## config.mk

```make
export PLATFORM = sky130hd
export DESIGN_NAME = mult_arbiter_tainttrack
export DESIGN_NICKNAME = d
export VERILOG_FILES = /design/src/rtl/mult_arbiter_tainttrack.sv
export SDC_FILE = /design/constraint.sdc
export NUM_CORES = 1
export LEC_CHECK = 0
export ABC_AREA = 1
export BUFFER_PORTS_ARGS = -buffer_cell sky130_fd_sc_hd__buf_4
export CAP_MARGIN = 20
export CORE_AREA = 2 2 256 258
export CTS_BUF_LIST = sky130_fd_sc_hd__clkbuf_8
export CTS_CLUSTER_DIAMETER = 60
export CTS_CLUSTER_SIZE = 10
export DETAILED_ROUTE_END_ITERATION = 12
export DIE_AREA = 0 0 258 260
export PLACE_DENSITY = 0.49
export SETUP_SLACK_MARGIN = 0.2
export SYNTH_ARGS = -nofsm -noshare
export SYNTH_HDL_FRONTEND = slang
export SYNTH_SLANG_ARGS = --single-unit
```

## constraint.sdc

```tcl
create_clock -name clk -period 1.53 [get_ports clk]
set_input_delay 0.0765 -clock clk [delete_from_list [all_inputs] [get_ports clk]]
set_output_delay 0.0765 -clock clk [all_outputs]
set_load 0.005 [all_outputs]
```

## src/rtl/mult_arbiter_tainttrack.sv

```systemverilog
// Round-robin front end sharing one multiplier between two requesters, with taint carried on every path.
// Grant 1 cycle after an IDLE request, done 1 cycle after the multiplier's done rising edge; requests outside IDLE wait.
module mult_arbiter_tainttrack #(
    parameter int WIDTH = 32
) (
    input  logic                 clk,
    input  logic                 rst,
    input  logic                 req0,
    input  logic                 req0_t,
    input  logic                 req1,
    input  logic                 req1_t,
    input  logic [WIDTH-1:0]     a0,
    input  logic [WIDTH-1:0]     a0_t,
    input  logic [WIDTH-1:0]     b0,
    input  logic [WIDTH-1:0]     b0_t,
    input  logic [WIDTH-1:0]     a1,
    input  logic [WIDTH-1:0]     a1_t,
    input  logic [WIDTH-1:0]     b1,
    input  logic [WIDTH-1:0]     b1_t,
    output logic                 gnt0,
    output logic                 gnt0_t,
    output logic                 gnt1,
    output logic                 gnt1_t,
    output logic                 done0,
    output logic                 done0_t,
    output logic                 done1,
    output logic                 done1_t,
    output logic [2*WIDTH-1:0]   result,
    output logic [2*WIDTH-1:0]   result_t,
    output logic                 mul_start,
    output logic                 mul_start_t,
    output logic [WIDTH-1:0]     mul_multiplier,
    output logic [WIDTH-1:0]     mul_multiplier_t,
    output logic [WIDTH-1:0]     mul_multiplicand,
    output logic [WIDTH-1:0]     mul_multiplicand_t,
    input  logic [2*WIDTH-1:0]   mul_product,
    input  logic [2*WIDTH-1:0]   mul_product_t,
    input  logic                 mul_done,
    input  logic                 mul_done_t
);

    typedef enum logic [1:0] {S_IDLE, S_START, S_BUSY, S_RESP} state_t;

    state_t             r_state;
    state_t             w_state_nxt;

    logic               r_gnt0, r_gnt1, r_gnt_t, r_start;
    logic               r_done0, r_done1, r_done_t;
    logic [2*WIDTH-1:0] r_result, r_result_t;
    logic [WIDTH-1:0]   r_a, r_a_t, r_b, r_b_t;
    logic               r_win, r_arb_t, r_lp, r_lp_t, r_mdone_q;

    logic               w_any, w_pick, w_arb_t, w_rise;
    logic               w_gnt0_nxt, w_gnt1_nxt, w_gnt_t_nxt, w_start_nxt;
    logic               w_done0_nxt, w_done1_nxt, w_done_t_nxt;

    assign w_any   = req0 | req1;
    // On a tie the requester that was not served last wins.
    assign w_pick  = (req0 & req1) ? ~r_lp : req1;
    assign w_arb_t = req0_t | req1_t | r_lp_t;
    // A done level left high from an earlier operation must not complete this one.
    assign w_rise  = mul_done & ~r_mdone_q;

    always_ff @(posedge clk) begin
        if (rst) r_state <= S_IDLE;
        else     r_state <= w_state_nxt;
    end

    always_comb begin
        w_state_nxt = r_state;
        case (r_state)
            S_IDLE:  if (w_any) w_state_nxt = S_START;
            S_START: w_state_nxt = S_BUSY;
            S_BUSY:  if (w_rise) w_state_nxt = S_RESP;
            S_RESP:  w_state_nxt = S_IDLE;
            default: w_state_nxt = S_IDLE;
        endcase
    end

    always_comb begin
        w_gnt0_nxt   = 1'b0;
        w_gnt1_nxt   = 1'b0;
        w_gnt_t_nxt  = 1'b0;
        w_start_nxt  = 1'b0;
        w_done0_nxt  = 1'b0;
        w_done1_nxt  = 1'b0;
        w_done_t_nxt = 1'b0;
        case (r_state)
            S_IDLE: if (w_any) begin
                w_gnt0_nxt  = ~w_pick;
                w_gnt1_nxt  = w_pick;
                w_gnt_t_nxt = w_arb_t;
                w_start_nxt = 1'b1;
            end
            S_BUSY: if (w_rise) begin
                w_done0_nxt  = ~r_win;
                w_done1_nxt  = r_win;
                w_done_t_nxt = r_arb_t | mul_done_t;
            end
            default: ;
        endcase
    end

    always_ff @(posedge clk) begin
        if (rst) begin
            r_gnt0   <= 1'b0;
            r_gnt1   <= 1'b0;
            r_gnt_t  <= 1'b0;
            r_start  <= 1'b0;
            r_done0  <= 1'b0;
            r_done1  <= 1'b0;
            r_done_t <= 1'b0;
        end else begin
            r_gnt0   <= w_gnt0_nxt;
            r_gnt1   <= w_gnt1_nxt;
            r_gnt_t  <= w_gnt_t_nxt;
            r_start  <= w_start_nxt;
            r_done0  <= w_done0_nxt;
            r_done1  <= w_done1_nxt;
            r_done_t <= w_done_t_nxt;
        end
    end

    always_ff @(posedge clk) begin
        if (rst) begin
            r_win      <= 1'b0;
            r_arb_t    <= 1'b0;
            r_lp       <= 1'b1;
            r_lp_t     <= 1'b0;
            r_mdone_q  <= 1'b0;
            r_a        <= '0;
            r_a_t      <= '0;
            r_b        <= '0;
            r_b_t      <= '0;
            r_result   <= '0;
            r_result_t <= '0;
        end else begin
            r_mdone_q <= mul_done;
            if (r_state == S_IDLE && w_any) begin
                r_win   <= w_pick;
                r_arb_t <= w_arb_t;
                r_a     <= w_pick ? a1   : a0;
                r_a_t   <= w_pick ? a1_t : a0_t;
                r_b     <= w_pick ? b1   : b0;
                r_b_t   <= w_pick ? b1_t : b0_t;
            end
            if (r_state == S_BUSY && w_rise) begin
                r_result   <= mul_product;
                r_result_t <= mul_product_t;
            end
            if (r_state == S_RESP) begin
                r_lp   <= r_win;
                r_lp_t <= r_arb_t;
            end
        end
    end

    assign gnt0               = r_gnt0;
    assign gnt1               = r_gnt1;
    assign gnt0_t             = r_gnt_t;
    assign gnt1_t             = r_gnt_t;
    assign mul_start          = r_start;
    assign mul_start_t        = r_gnt_t;
    assign done0              = r_done0;
    assign done1              = r_done1;
    assign done0_t            = r_done_t;
    assign done1_t            = r_done_t;
    assign result             = r_result;
    assign result_t           = r_result_t;
    assign mul_multiplier     = r_a;
    assign mul_multiplier_t   = r_a_t;
    assign mul_multiplicand   = r_b;
    assign mul_multiplicand_t = r_b_t;

endmodule

```

==> flow_summary_export.csv <==
group,metric,value,unit
placed_design,pre_cts_ws,-0.1302,ns
setup_path,cp.depth,10,
timing,final.setup.worst_slack,-0.1009,ns
timing,setup_viol,115,
status,status,"finished, violations left",
route,drcViolationCount,0,
clocking,h-tree-depth,2,
timing,finalCriticalPeriod,1.631,ns
pwr,ir_drop,900.4,uV
route,vias,15190,
die,top_level_ports,658,
grt,first_global_vias,15250,
min_path,holdPathStages,6,
grt,grt_pass1_wl,84.44,mm
placed_design,numPortBuffers,657,
die,die_area,0.06708,mm^2
cells_and_area,post-route-cell-area,0.02454,mm^2
grt,track_usage,15.79,%
min_path,hold_class,"in -> reg",
synth,synth_ff_type,"dfxtp_1",
synth,syn_inst,1621,
cells_and_area,fill_cells,6364,
pwr,internal_power,19.81,mW
flow_run,maxCapViolCount,0,
cells_and_area,fin_nets,3075,
route,dr.first_iter.drc_count,665,
pwr,p_clk_share,21.6,%
synth,avgSynthCellArea,7.608,um^2
die,initial_utilization,19.23,%
timing,fmax,0.6131,GHz
die,num_rows,93,
timing,fin_crit_sh,106.6,%
setup_path,cp_slowest_cell,"dfxtp_2",
setup_path,path_cells,"inv_2 -> ha_4 -> inv_2 -> nor2_4 -> buf_12 -> buf_16 -> buf_12 -> buf_16 -> o21ai_0 -> nor2_1",
clocking,cts_tree,"built",
placed_design,post_dp_cell_area,0.01822,mm^2
timing,finalClockSkew,0.02340,ns
pwr,power_density,1253,mW/mm^2
timing,relSlewSlack,53.64,%
cells_and_area,final-seq-area,0.005408,mm^2
synth,yosys.area.top_type_share,43.83,%
grt,grt_max_degree,130,
status,violations,"negative setup slack",
grt,antenna_found_initial,4,
pwr,power_switching,10.93,mW
setup_path,max_stage_delay,0.35,ns
timing,final-hold-violation-count,0,
pwr,comb_power_share,47.3,%
synth,ys_warn_count,0,
placed_design,gp_congestion,0.8665,
synth,yosysSeqAreaShare,43.83,%
synth,synth_common_cells,"396 x nand2_1, 270 x dfxtp_1, 268 x nor2_1, 131 x a21oi_1, 107 x o21ai_0",
clocking,cts_inserted_buffers,39,
setup_path,path_class,"reg -> reg",
route,drt_wl_total,58.97,mm
clocking,path_clk_slew,0.08,ns
synth,synth_edf_count,0,
route,ant_nets,0,
synth,synthArstFlopShare,0,%
setup_path,startpoint_type,"flop",
cells_and_area,final_core_utilization,38.27,%
synth,synth_area,0.01233,mm^2
setup_path,required,2.01,ns
setup_path,rr_worst_depth,10,
synth,synth.most_common_cell,"nand2_1",
die,die_w,258,um
clocking,cts-root-buf,"clkbuf_8",
route,dr.pass1.iters,5,
route,wire_per_inst,16.56,um
timing,tightestPinTransition,0.6953,ns
setup_path,crit_buf_inv,6,
synth,syn_nets,2017,
clocking,cts_sinks,270,
cells_and_area,drive_gt1_share,38.87,%
synth,ys_ff_latch,270,
synth,synth_cell_type_count,22,
die,core_area,0.06412,mm^2
clocking,insertion_delay,0.59,ns
pwr,p_seq_share,31.0,%
cells_and_area,area_growth,99.00,%
synth,synth.largest_area_cell,"dfxtp_1",
route,vias_per_cell,4.265,
grt,gr-total-overflow,0,
clocking,clk_path_buf_depth,3,
pwr,power,30.74,mW
cells_and_area,multi_input_area,0.006509,mm^2
setup_path,critPathCaptureType,"flop",
setup_path,critPathArrivalTime,2.11,ns
pwr,power_switching_share,35.56,%
timing,rsz0062_at_grt,"true",
setup_path,critPathMaxFanout,8,
die,die_h,260,um
setup_path,cp_top_family,"buffers and inverters",
synth,synth_area_leaders,"dfxtp_1 44%, nand2_1 12%, nor2_1 8.2%, nand3_2 8.1%, a21boi_0 6.3%",
timing,fin_setup_tns,-3.093,ns
pwr,power.leakage,10.72,nW
placed_design,dp_hpwl,37.54,mm
timing,drv_slew,0,
timing repair:
item / 4_1_cts / 5_1_grt
hold buffers: 391 / 0
endpoints found under the setup margin: 266 / 267
gates resized for setup: 96 / 146
buffers inserted: 10 / 8
hold endpoints to repair: 270 / 0
pin swaps: 12 / 66
cloned: 12 / 16
per-layer routing:
layer	track usage (%)	wire, um	part of all wire, %	vias up
met2	28.31	29730	50	558
met1	17.29	22590	38	7029
met5	0	0	0	-
met4	7.868	2820	4.8	0
met3	3.986	3834	6.5	154
li1	-	-	-	7448
per-stage QoR:
stage / hold slack [ns] / cells
2_1_floorplan: 0.1835 / 1621
3_3_place_gp: 0.3074 / 3056
3_5_place_dp: 0.3002 / 3056
4_1_cts: 0.06510 / 3532
5_1_grt: 0.1426 / 3560
6_report: 0.1496 / 3561
sequential cells by signal, summed over array words and instances, names as in the netlist, 2 cells and up:
signal / cells
mul_multiplicand_t: 32
r_state: 2
mul_multiplicand: 32
result_t: 64
mul_multiplier: 32
mul_multiplier_t: 32
result: 64
cells in the final DEF (no fill, tap or decap), types with 7 or more instances in the layout:
master	netlist	routed
inv_1	10	9
a21boi_0	104	102
nand2_2	1	14
dlygate4sd3_1	0	391
buf_12	11	21
o21ai_2	0	33
buf_6	1	13
nand2_4	0	20
buf_16	0	17
buf_4	17	700
clkbuf_8	0	43
nor2_4	2	7
nor2_2	0	29
clkbuf_16	0	13
nand3_1	33	32
o21ai_0	107	55
o21ai_1	24	41
nand2_1	396	362
dfxtp_1	270	268
nand3_2	100	100
a21oi_1	131	128
nor2_1	268	234
a21boi_1	24	26
worst paths after layout:
path,from,to,slack [ns]
min,req0,mul_multiplier_t[17],0.15
max,r_state[1],mul_multiplicand_t[26],-0.10
max reg2reg,r_state[1],mul_multiplicand_t[26],-0.10
min reg2reg,result[22],result[22],0.46
tightest hold or removal path: stages:
cell and delay [ns]:
buf_4 0.13, nand2_8 0.16, nand3_2 0.11, nand2_1 0.04, nor2_1 0.08, nor2_1 0.05
power by group through the flow:
| stage | combinational (mW) | clock [mW] | sequential [mW] |
|---|---|---|---|
| 2_1_floorplan | 4.89 | 0 | 9.54 |
| 3_3_place_gp | 9.77 | 0 | 9.53 |
| 3_5_place_dp | 9.88 | 0 | 9.56 |
| 4_1_cts | 12.9 | 6.96 | 9.49 |
| 5_1_grt | 15.7 | 7.18 | 9.70 |
| 6_report | 14.5 | 6.65 | 9.54 |
cell families after synthesis:
group                    Yosys count  share of synthesized area [%]
AO/OA/AOI/OAI                    390                          18.43
adder cells (fa/ha/maj)            4                         0.4059
buffers and inverters            156                          7.396
flip-flops                       270                          43.83
AND/OR/NAND/NOR                  801                          29.94
final cells by class:
type | instances | area share (%)
Timing Repair Buffer | 1161 | 43.34
Multi-Input combinational cell | 1195 | 26.52
Sequential cell | 270 | 22.04
Tap cell | 855 | 4.359
Clock buffer | 43 | 2.412
Clock inverter | 20 | 1.010
Inverter | 11 | 0.2294
Antenna cell | 5 | 0.05099
Timing Repair inverter | 1 | 0.03569
(Power assumes the default switching activity.)
